--- src/rtl/pipe_ctrl_pkg.sv ---
// Shared types and constants for the pipeline hazard controller.
// Used by pipe_hazard_ctrl and hazard_fwd_sel.
package pipe_ctrl_pkg;

   // Sequencer state encoding (kept as plain constants for legacy tools)
   typedef logic [1:0] state_t;
   localparam state_t RUN      = 2'd0;
   localparam state_t MEM_WAIT = 2'd1;
   localparam state_t ERR      = 2'd2;

   // E-stage operand forwarding selects
   localparam logic [1:0] FWD_RF  = 2'b00;
   localparam logic [1:0] FWD_WB  = 2'b01;
   localparam logic [1:0] FWD_MEM = 2'b10;

endpackage

--- src/rtl/hazard_fwd_sel.sv ---
// Forwarding select for one E-stage source operand.
// The youngest producer (M) wins over W; x0 is never forwarded.
module hazard_fwd_sel
   import pipe_ctrl_pkg::*;
(
   input  logic [4:0] rs,
   input  logic       reg_write_m,
   input  logic [4:0] rd_m,
   input  logic       reg_write_w,
   input  logic [4:0] rd_w,
   output logic [1:0] fwd
);

   // Pick the most recent in-flight writer of rs, else the register file
   // NOTE: the default assignment first keeps every path driven, so no latch is inferred.
   always_comb begin
      fwd = FWD_RF;
      if (reg_write_m && (rd_m != 5'd0) && (rd_m == rs)) begin
         fwd = FWD_MEM;
      end else if (reg_write_w && (rd_w != 5'd0) && (rd_w == rs)) begin
         fwd = FWD_WB;
      end
   end

endmodule

--- src/rtl/pipe_hazard_ctrl.sv ---
// Hazard/sequencing controller for the 5-stage RISC-V pipeline.
// Decides stall/flush of every stage register, E-stage forwarding, and
// freezes the pipe while a data-memory access is outstanding.
// Optional feature macro: HAZARD_PERF_EN adds saturating StallCnt/FlushCnt.
module pipe_hazard_ctrl
   import pipe_ctrl_pkg::*;
#(
   parameter int MEM_TIMEOUT = 16
`ifdef HAZARD_PERF_EN
   , parameter int CNT_W = 32
`endif
) (
   input  logic             clk,
   input  logic             rst_n,
   input  logic [4:0]       Rs1D,
   input  logic [4:0]       Rs2D,
   input  logic [4:0]       Rs1E,
   input  logic [4:0]       Rs2E,
   input  logic [4:0]       RdE,
   input  logic             ResultSrcE0,
   input  logic             PCSrcE,
   input  logic             RegWriteM,
   input  logic [4:0]       RdM,
   input  logic             RegWriteW,
   input  logic [4:0]       RdW,
   input  logic             MemReqM,
   input  logic             MemReadyM,
   output logic             StallF,
   output logic             StallD,
   output logic             StallE,
   output logic             StallM,
   output logic             FlushD,
   output logic             FlushE,
   output logic             FlushW,
   output logic [1:0]       ForwardAE,
   output logic [1:0]       ForwardBE,
   output logic             MemErr
`ifdef HAZARD_PERF_EN
   , output logic [CNT_W-1:0] StallCnt
   , output logic [CNT_W-1:0] FlushCnt
`endif
);

   localparam int            CW       = $clog2(MEM_TIMEOUT);
   localparam logic [CW-1:0] CNT_LAST = CW'(MEM_TIMEOUT - 1);

   state_t        state;
   logic [CW-1:0] cnt;
   logic          lw_stall;
   logic          hold;
   logic [1:0]    fwd_a;
   logic [1:0]    fwd_b;

   hazard_fwd_sel u_fwd_a (
      .rs          (Rs1E),
      .reg_write_m (RegWriteM),
      .rd_m        (RdM),
      .reg_write_w (RegWriteW),
      .rd_w        (RdW),
      .fwd         (fwd_a)
   );

   hazard_fwd_sel u_fwd_b (
      .rs          (Rs2E),
      .reg_write_m (RegWriteM),
      .rd_m        (RdM),
      .reg_write_w (RegWriteW),
      .rd_w        (RdW),
      .fwd         (fwd_b)
   );

   // Forwarding is pure combinational; forced to the register file while in reset
   assign ForwardAE = rst_n ? fwd_a : FWD_RF;
   assign ForwardBE = rst_n ? fwd_b : FWD_RF;

   // Load in E whose result is needed by the instruction in D
   assign lw_stall = ResultSrcE0 && (RdE != 5'd0) && ((RdE == Rs1D) || (RdE == Rs2D));

   // Whole pipe frozen: error, or memory not ready while a request starts or is pending
   assign hold = (state == ERR) ||
                 (!MemReadyM && ((state == MEM_WAIT) || MemReqM));

   // Stall/flush decode: reset bubbles, then freeze, then branch over load-use
   always_comb begin
      StallF = 1'b0;
      StallD = 1'b0;
      StallE = 1'b0;
      StallM = 1'b0;
      FlushD = 1'b0;
      FlushE = 1'b0;
      FlushW = 1'b0;
      if (!rst_n) begin
         FlushD = 1'b1;
         FlushE = 1'b1;
         FlushW = 1'b1;
      end else if (hold) begin
         // W gets bubbles so the waiting load cannot write back twice
         StallF = 1'b1;
         StallD = 1'b1;
         StallE = 1'b1;
         StallM = 1'b1;
         FlushW = 1'b1;
      end else if (PCSrcE) begin
         FlushD = 1'b1;
         FlushE = 1'b1;
      end else if (lw_stall) begin
         StallF = 1'b1;
         StallD = 1'b1;
         FlushE = 1'b1;
      end
   end

   // Sequencer: tracks outstanding memory access and its timeout
   // NOTE: state is updated with non-blocking assignments so every flop samples pre-edge values.
   always_ff @(posedge clk or negedge rst_n) begin
      if (!rst_n) begin
         state  <= RUN;
         cnt    <= '0;
         MemErr <= 1'b0;
      end else begin
         case (state)
            RUN: begin
               if (MemReqM && !MemReadyM) begin
                  state <= MEM_WAIT;
                  cnt   <= CW'(1);
               end
            end
            MEM_WAIT: begin
               if (MemReadyM) begin
                  state <= RUN;
                  cnt   <= '0;
               end else if (cnt == CNT_LAST) begin
                  state  <= ERR;
                  MemErr <= 1'b1;
               end else begin
                  cnt <= cnt + CW'(1);
               end
            end
            ERR: begin
               state <= ERR;
            end
            default: begin
               state <= RUN;
               cnt   <= '0;
            end
         endcase
      end
   end

`ifdef HAZARD_PERF_EN
   // Saturating counts of fetch-stall cycles and branch flushes
   always_ff @(posedge clk or negedge rst_n) begin
      if (!rst_n) begin
         StallCnt <= '0;
         FlushCnt <= '0;
      end else begin
         if (StallF && (StallCnt != '1)) begin
            StallCnt <= StallCnt + CNT_W'(1);
         end
         if (PCSrcE && FlushD && (FlushCnt != '1)) begin
            FlushCnt <= FlushCnt + CNT_W'(1);
         end
      end
   end
`endif

endmodule

--- config.mk ---
export PLATFORM = sky130hd
export DESIGN_NAME = pipe_hazard_ctrl
export DESIGN_NICKNAME = d
export VERILOG_FILES = /design/src/rtl/pipe_ctrl_pkg.sv /design/src/rtl/hazard_fwd_sel.sv /design/src/rtl/pipe_hazard_ctrl.sv
export SDC_FILE = /design/constraint.sdc
export NUM_CORES = 1
export LEC_CHECK = 0
export ABC_CLOCK_PERIOD_IN_PS = 2200
export BUFFER_PORTS_ARGS = -buffer_cell sky130_fd_sc_hd__buf_2
export CORE_UTILIZATION = 40
export CTS_CLUSTER_DIAMETER = 120
export DETAILED_ROUTE_END_ITERATION = 16
export MAX_ROUTING_LAYER = met4
export PLACE_DENSITY = 0.77
export SLEW_MARGIN = 5
export SYNTH_ARGS = -nofsm -noshare
export SYNTH_HDL_FRONTEND = slang
export SYNTH_SLANG_ARGS = --single-unit
--- constraint.sdc ---
create_clock -name clk -period 2.2 [get_ports clk]
set_input_delay 0 -clock clk [delete_from_list [all_inputs] [get_ports clk]]
set_output_delay 0 -clock clk [all_outputs]
set_load 0.03 [all_outputs]
==> impl_metrics.json, run 1 <==
{
  "status": "finished, final reports clean",
  "postRouteAntennaNets": 0,
  "fin_area_sq_um": 1167,
  "drc": 0,
  "antenna_cells": 0,
  "numClockSinks": 7,
  "arrival_ns": 1.85,
  "clockBufferDepth": 2,
  "die_area_sq_um": 2267,
  "power.density_nw_per_um2": 386.3,
  "worstRegToRegCells": 5,
  "grt_pass1_vias": 790,
  "synth.distinct_cells": 35,
  "ys_ff_latch": 7,
  "fin_setup_tns_ns": 0,
  "root_buffer": "clkbuf_4",
  "startpoint_type": "flop",
  "synth_cells": 99,
  "drive_above_1_share": 0.4103,
  "fin_nets": 201,
  "p_leak_nw": 0.5662,
  "globalRouteOverflowTotal": 0,
  "ys_warn_count": 0,
  "grt_usage": 0.1998,
  "slew_viol_final": 0,
  "die_y_um": 47.61,
  "start_util": 0.4241,
  "detail_route.first_pass.iterations": 4,
  "yosysSeqAreaShare": 0.2105,
  "crit_type": "flop to output port",
  "worst_hold_slack_ns": 0.05713,
  "crit_fanout": 13,
  "post-cts-setup-buffer-count": 0,
  "fin_skew_ns": 0.003708,
  "final.min_clock_period_ns": 1.848,
  "path_clk_slew_ns": 0.05,
  "setup-violations-final": 0,
  "cts_resized": 0,
  "critPathRequiredTime_ns": 2.20,
  "layout_common_cells": "buf_2 (54), xor2_1 (24), dfrtp_1 (7)",
  "insertion_delay_ns": 0.25,
  "max_slew_margin": 0.7292,
  "syn_nets": 143,
  "drt-initial-drc-count": 20,
  "grt_antenna_before_repair": 0,
  "num_io_pins": 55,
  "endpoint_kind": "output port",
  "grt_pass1_wl_mm": 3.077,
  "period_share": 0.8401,
  "synthesis.area_sq_um": 832.0,
  "grt_start_max_net_pins": 15,
  "placed_area_sq_um": 1121,
  "layout_commonest_cell": "buf_2",
  "finalHoldViolCount": 0,
  "ir_drop_mv": 0.3431,
  "hold_depth": 3,
  "synthToLayoutAreaGrowth_pct": 40.30,
  "core_sq_um": 1962,
  "cts_tree": "built",
  "post_synth.cell_area_avg_sq_um": 8.405,
  "worstHoldPathType": "primary input to flop",
  "portBuffers": 54,
  "place_congestion": 0.8207,
  "cap_violations": 0,
  "rsz0062_at_grt": "false",
  "drt_wl_total_mm": 2.200,
  "via_count": 960,
  "cts_max_level": 1,
  "chipWidth_um": 47.61,
  "fmax_ghz": 0.5411,
  "tightest_slew_ns": 0.4024,
  "cts_hold_buf": 2,
  "routedWlPerCell_um": 12.02,
  "dp.final_hpwl_mm": 1.869,
  "routed_via_density": 5.246,
  "core.rowCount": 16,
  "numCtsBuffers": 3
}
[flip-flops by register name, indices dropped and copies added (netlist names)]
| name | flops |
|---|---|
| cnt | 4 |
| state | 2 |
| MemErr | 1 |
[cells in the mapped netlist]
cell | instances | area (sq um)
o32ai_1 | 1 | 8.760
a21boi_0 | 1 | 7.510
mux2i_1 | 1 | 10.01
a21oi_1 | 4 | 20.02
and3_1 | 1 | 6.260
o22ai_1 | 1 | 6.260
a22oi_1 | 1 | 7.510
nand3_1 | 6 | 30.03
a221oi_1 | 1 | 8.760
o21ai_0 | 2 | 10.01
nand2b_1 | 2 | 12.51
o211ai_1 | 1 | 7.510
and2_2 | 2 | 15.01
or4_1 | 5 | 37.54
nor2_1 | 5 | 18.77
xor2_1 | 24 | 210.2
inv_1 | 1 | 3.750
a2111oi_0 | 1 | 8.760
buf_4 | 2 | 15.01
o21ai_2 | 1 | 8.760
or3b_2 | 1 | 8.760
nand2_1 | 6 | 22.52
nor4_2 | 2 | 25.02
nor2b_1 | 1 | 6.260
o21bai_1 | 2 | 15.01
a211oi_1 | 1 | 7.510
ha_1 | 1 | 12.51
nor3_1 | 2 | 10.01
o31ai_1 | 1 | 7.510
nor3b_1 | 1 | 7.510
dfrtp_1 | 7 | 175.2
clkbuf_1 | 2 | 7.510
nor4_1 | 2 | 12.51
o311ai_0 | 1 | 8.760
xnor2_1 | 6 | 52.55
[worst max-delay path: stages, from the launching register on]
cell and delay, ns:
dfrtp_1 0.50, nor2b_1 0.19, o21bai_1 0.21, a21boi_0 0.20, o311ai_1 0.25, buf_2 0.24
[power breakdown]
part	internal (W)	total (W)	leakage (nW)	switching (W)
Clock	0.0000692	0.000116	0.0150	0.0000469
Sequential	0.000137	0.000150	0.0936	0.0000127
Combinational	0.0000858	0.000185	0.458	0.0000991
[routing by layer]
metal  up-vias  routed length [um]  track usage
met3         0                 156      0.05283
met2        42                1096       0.3452
met5         -                   0            -
met1       443                 948       0.2343
met4         0                   0      0.03889
li1        475                   -            -
[cells by family (layout without fill, tap and decap cells)]
logic type | count (synthesis) | in the layout | synth area share
AOI/OAI and AO/OA | 19 | 19 | 0.1594
xor gates and xnor gates | 30 | 30 | 0.3158
adders and majority gates | 1 | 1 | 0.01504
buffers and inverters | 5 | 62 | 0.03157
DFF | 7 | 7 | 0.2105
muxes | 1 | 1 | 0.01203
and+or+nand+nor | 36 | 36 | 0.2556
[worst paths after layout]
check                           slack [ns]                   end                  from
worst max-delay path                  0.35                FlushE  state[0]$_DFFE_PN0P_
worst min-delay path                  0.06  state[0]$_DFFE_PN0P_               MemReqM
worst max register to register        0.73    cnt[0]$_DFFE_PN0P_    cnt[0]$_DFFE_PN0P_
worst min register to register        0.47    MemErr$_DFFE_PN0P_    MemErr$_DFFE_PN0P_
max in group asynchronous             1.81    MemErr$_DFFE_PN0P_                 rst_n
min in group asynchronous             0.24  state[0]$_DFFE_PN0P_                 rst_n
[through the flow]
step	power [W]	worst slack, ns	instances	util
6_report	0.0004509	0.3518	183	0.5950
5_1_grt	0.0004863	0.2017	183	0.5950
4_1_cts	0.0004571	0.3594	183	0.5950
3_5_place_dp	0.0003339	0.6424	177	0.5714
3_3_place_gp	0.0003259	0.7233	177	0.5714
2_1_floorplan	0.0002514	0.04376	99	-
[layout make-up]
cell class | instances | area [sq um]
fill | 189 | 794.5
sequential | 7 | 175.2
tap | 27 | 33.78
inverter | 1 | 3.754
clock buffer | 4 | 26.28
multi-input combinational | 87 | 630.6
timing repair buffer | 57 | 297.8
Note: power is estimated with default switching activity, not from simulation.
==> inputs of run 2 (changes only) <==
- ABC_CLOCK_PERIOD_IN_PS: 2200 -> 1800
- clock period: 2.2 -> 1.8 ns (I/O delays scaled with it)
==> run 2 against run 1 <==
Design area increased by 0.75%. Final cell count unchanged. Clock-buffer cell count unchanged. Routed wire length decreased by 1.0%. Total power increased by 24%. Hold slack got worse by 0.014 ns. Critical endpoint is now StallD. Largest power group unchanged.
==> impl_metrics.json, run 2 (same netlist as run 1, synthesis figures left out) <==
{
  "crit_type": "primary input to output port",
  "grt_usage": 0.2008,
  "fin_setup_tns_ns": 0,
  "fin_skew_ns": 0.009502,
  "reg2reg_slack_ns": 0.28,
  "period_share": 0.9219,
  "tightest_slew_ns": 0.3913,
  "regMostFlops": "cnt",
  "numClockSinks": 7,
  "core_sq_um": 1962,
  "layout_commonest_cell": "buf_2",
  "crit_fanout": 14,
  "die_y_um": 47.61,
  "worstHoldPathType": "primary input to flop",
  "start_util": 0.4241,
  "startpoint_type": "primary input",
  "cap_violations": 0,
  "critPathRequiredTime_ns": 1.80,
  "drive_above_1_share": 0.4295,
  "fmax_ghz": 0.6026,
  "p_sw_frac": 0.3567,
  "insertion_delay_ns": 0.26,
  "setup-violations-final": 0,
  "portBuffers": 54,
  "place_congestion": 0.8731,
  "status": "finished, final reports clean",
  "clockPowerShare": 0.266,
  "chipWidth_um": 47.61,
  "endpoint_kind": "output port",
  "via_count": 906,
  "combinationalPowerShare": 0.405,
  "antenna_cells": 0,
  "ir_drop_mv": 0.4761,
  "numCtsBuffers": 3,
  "power_frac_seq": 0.329,
  "grt_pass1_wl_mm": 3.125,
  "grt_start_max_net_pins": 15,
  "drt-initial-drc-count": 24,
  "root_buffer": "clkbuf_4",
  "synthToLayoutAreaGrowth_pct": 41.35,
  "slew_viol_final": 0,
  "grt_antenna_before_repair": 0,
  "routedWlPerCell_um": 11.90,
  "p_leak_nw": 0.5663,
  "routed_via_density": 4.951,
  "detail_route.first_pass.iterations": 4,
  "clockBufferDepth": 2,
  "internal_power_w": 0.0003590,
  "globalRouteOverflowTotal": 0,
  "switching_power_w": 0.0001991,
  "finalHoldViolCount": 0,
  "num_io_pins": 55,
  "layout_common_cells": "buf_2 (54), xor2_1 (24)",
  "path_clk_slew_ns": 0.06,
  "grt_pass1_vias": 750,
  "postRouteAntennaNets": 0,
  "final.min_clock_period_ns": 1.659,
  "largest_reg_flops": 4,
  "die_area_sq_um": 2267,
  "max_slew_margin": 0.7367,
  "dp.final_hpwl_mm": 1.842,
  "drc": 0,
  "power.density_nw_per_um2": 474.6,
  "rsz0062_at_grt": "false",
  "arrival_ns": 1.66,
  "reg_top3": "cnt (4), state (2), MemErr (1)",
  "core.rowCount": 16,
  "worst_hold_slack_ns": 0.04347,
  "drt_wl_total_mm": 2.177,
  "post-cts-setup-buffer-count": 0,
  "cts_tree": "built",
  "fin_nets": 201,
  "cts_max_level": 1
}
-- run 2: path summary, 6_finish.rpt --
check,from,end,cells after the start
max,rst_n,StallD,6
min,MemReqM,state[0]$_DFFE_PN0P_,3
max reg2reg,cnt[0]$_DFFE_PN0P_,cnt[0]$_DFFE_PN0P_,5
min reg2reg,MemErr$_DFFE_PN0P_,MemErr$_DFFE_PN0P_,1
max in group asynchronous,rst_n,state[0]$_DFFE_PN0P_,3
min in group asynchronous,rst_n,cnt[1]$_DFFE_PN0P_,3
-- run 2: layout make-up --
cell class / instances / area [sq um]
fill: 196 / 785.8
multi-input combinational: 87 / 638.1
timing repair buffer: 57 / 297.8
sequential: 7 / 176.4
tap: 27 / 33.78
clock buffer: 4 / 26.28
inverter: 1 / 3.754
-- run 2: metal layers --
metal / track usage / wire [um] / up-vias
met5: - / 0 / -
met4: 0.06667 / 19 / 0
met3: 0.03396 / 149 / 2
met1: 0.2659 / 1016 / 393
li1: - / - / 474
met2: 0.3096 / 991 / 37
-- run 2: repair_timing --
action	CTS	global route
hold buffers	2	0
gates resized for setup	1	1
setup endpoints to repair	1	1
hold endpoints to repair	9	0
-- run 2: power groups by stage --
stage,logic (W),clock network (W),registers [W]
floorplan,0.000129,0,0.000179
global placement,0.000216,0,0.000184
detailed placement,0.000222,0,0.000186
CTS,0.000227,0.000153,0.000183
global route,0.000250,0.000163,0.000186
finish,0.000226,0.000148,0.000184
-- run 2: worst max-delay path, stage by stage --
cell and delay (ns):
dlygate4sd3_1 0.52, buf_2 0.11, buf_4 0.20, or3b_2 0.45, o21bai_1 0.15, buf_2 0.22
-- run 2: metrics by stage --
stage / cells / power, W / utilization / instance area, sq um / setup slack, ns
after floorplan: 99 / 0.0003081 / - / 835.8 / 0.07984
after global placement: 177 / 0.0003997 / 0.5733 / 1125 / 0.3594
after detailed placement: 177 / 0.0004080 / 0.5733 / 1125 / 0.2626
after CTS: 183 / 0.0005637 / 0.5989 / 1175 / 0.09052
after global routing: 183 / 0.0005988 / 0.5995 / 1176 / 0.05114
final: 183 / 0.0005581 / 0.5995 / 1176 / 0.1406
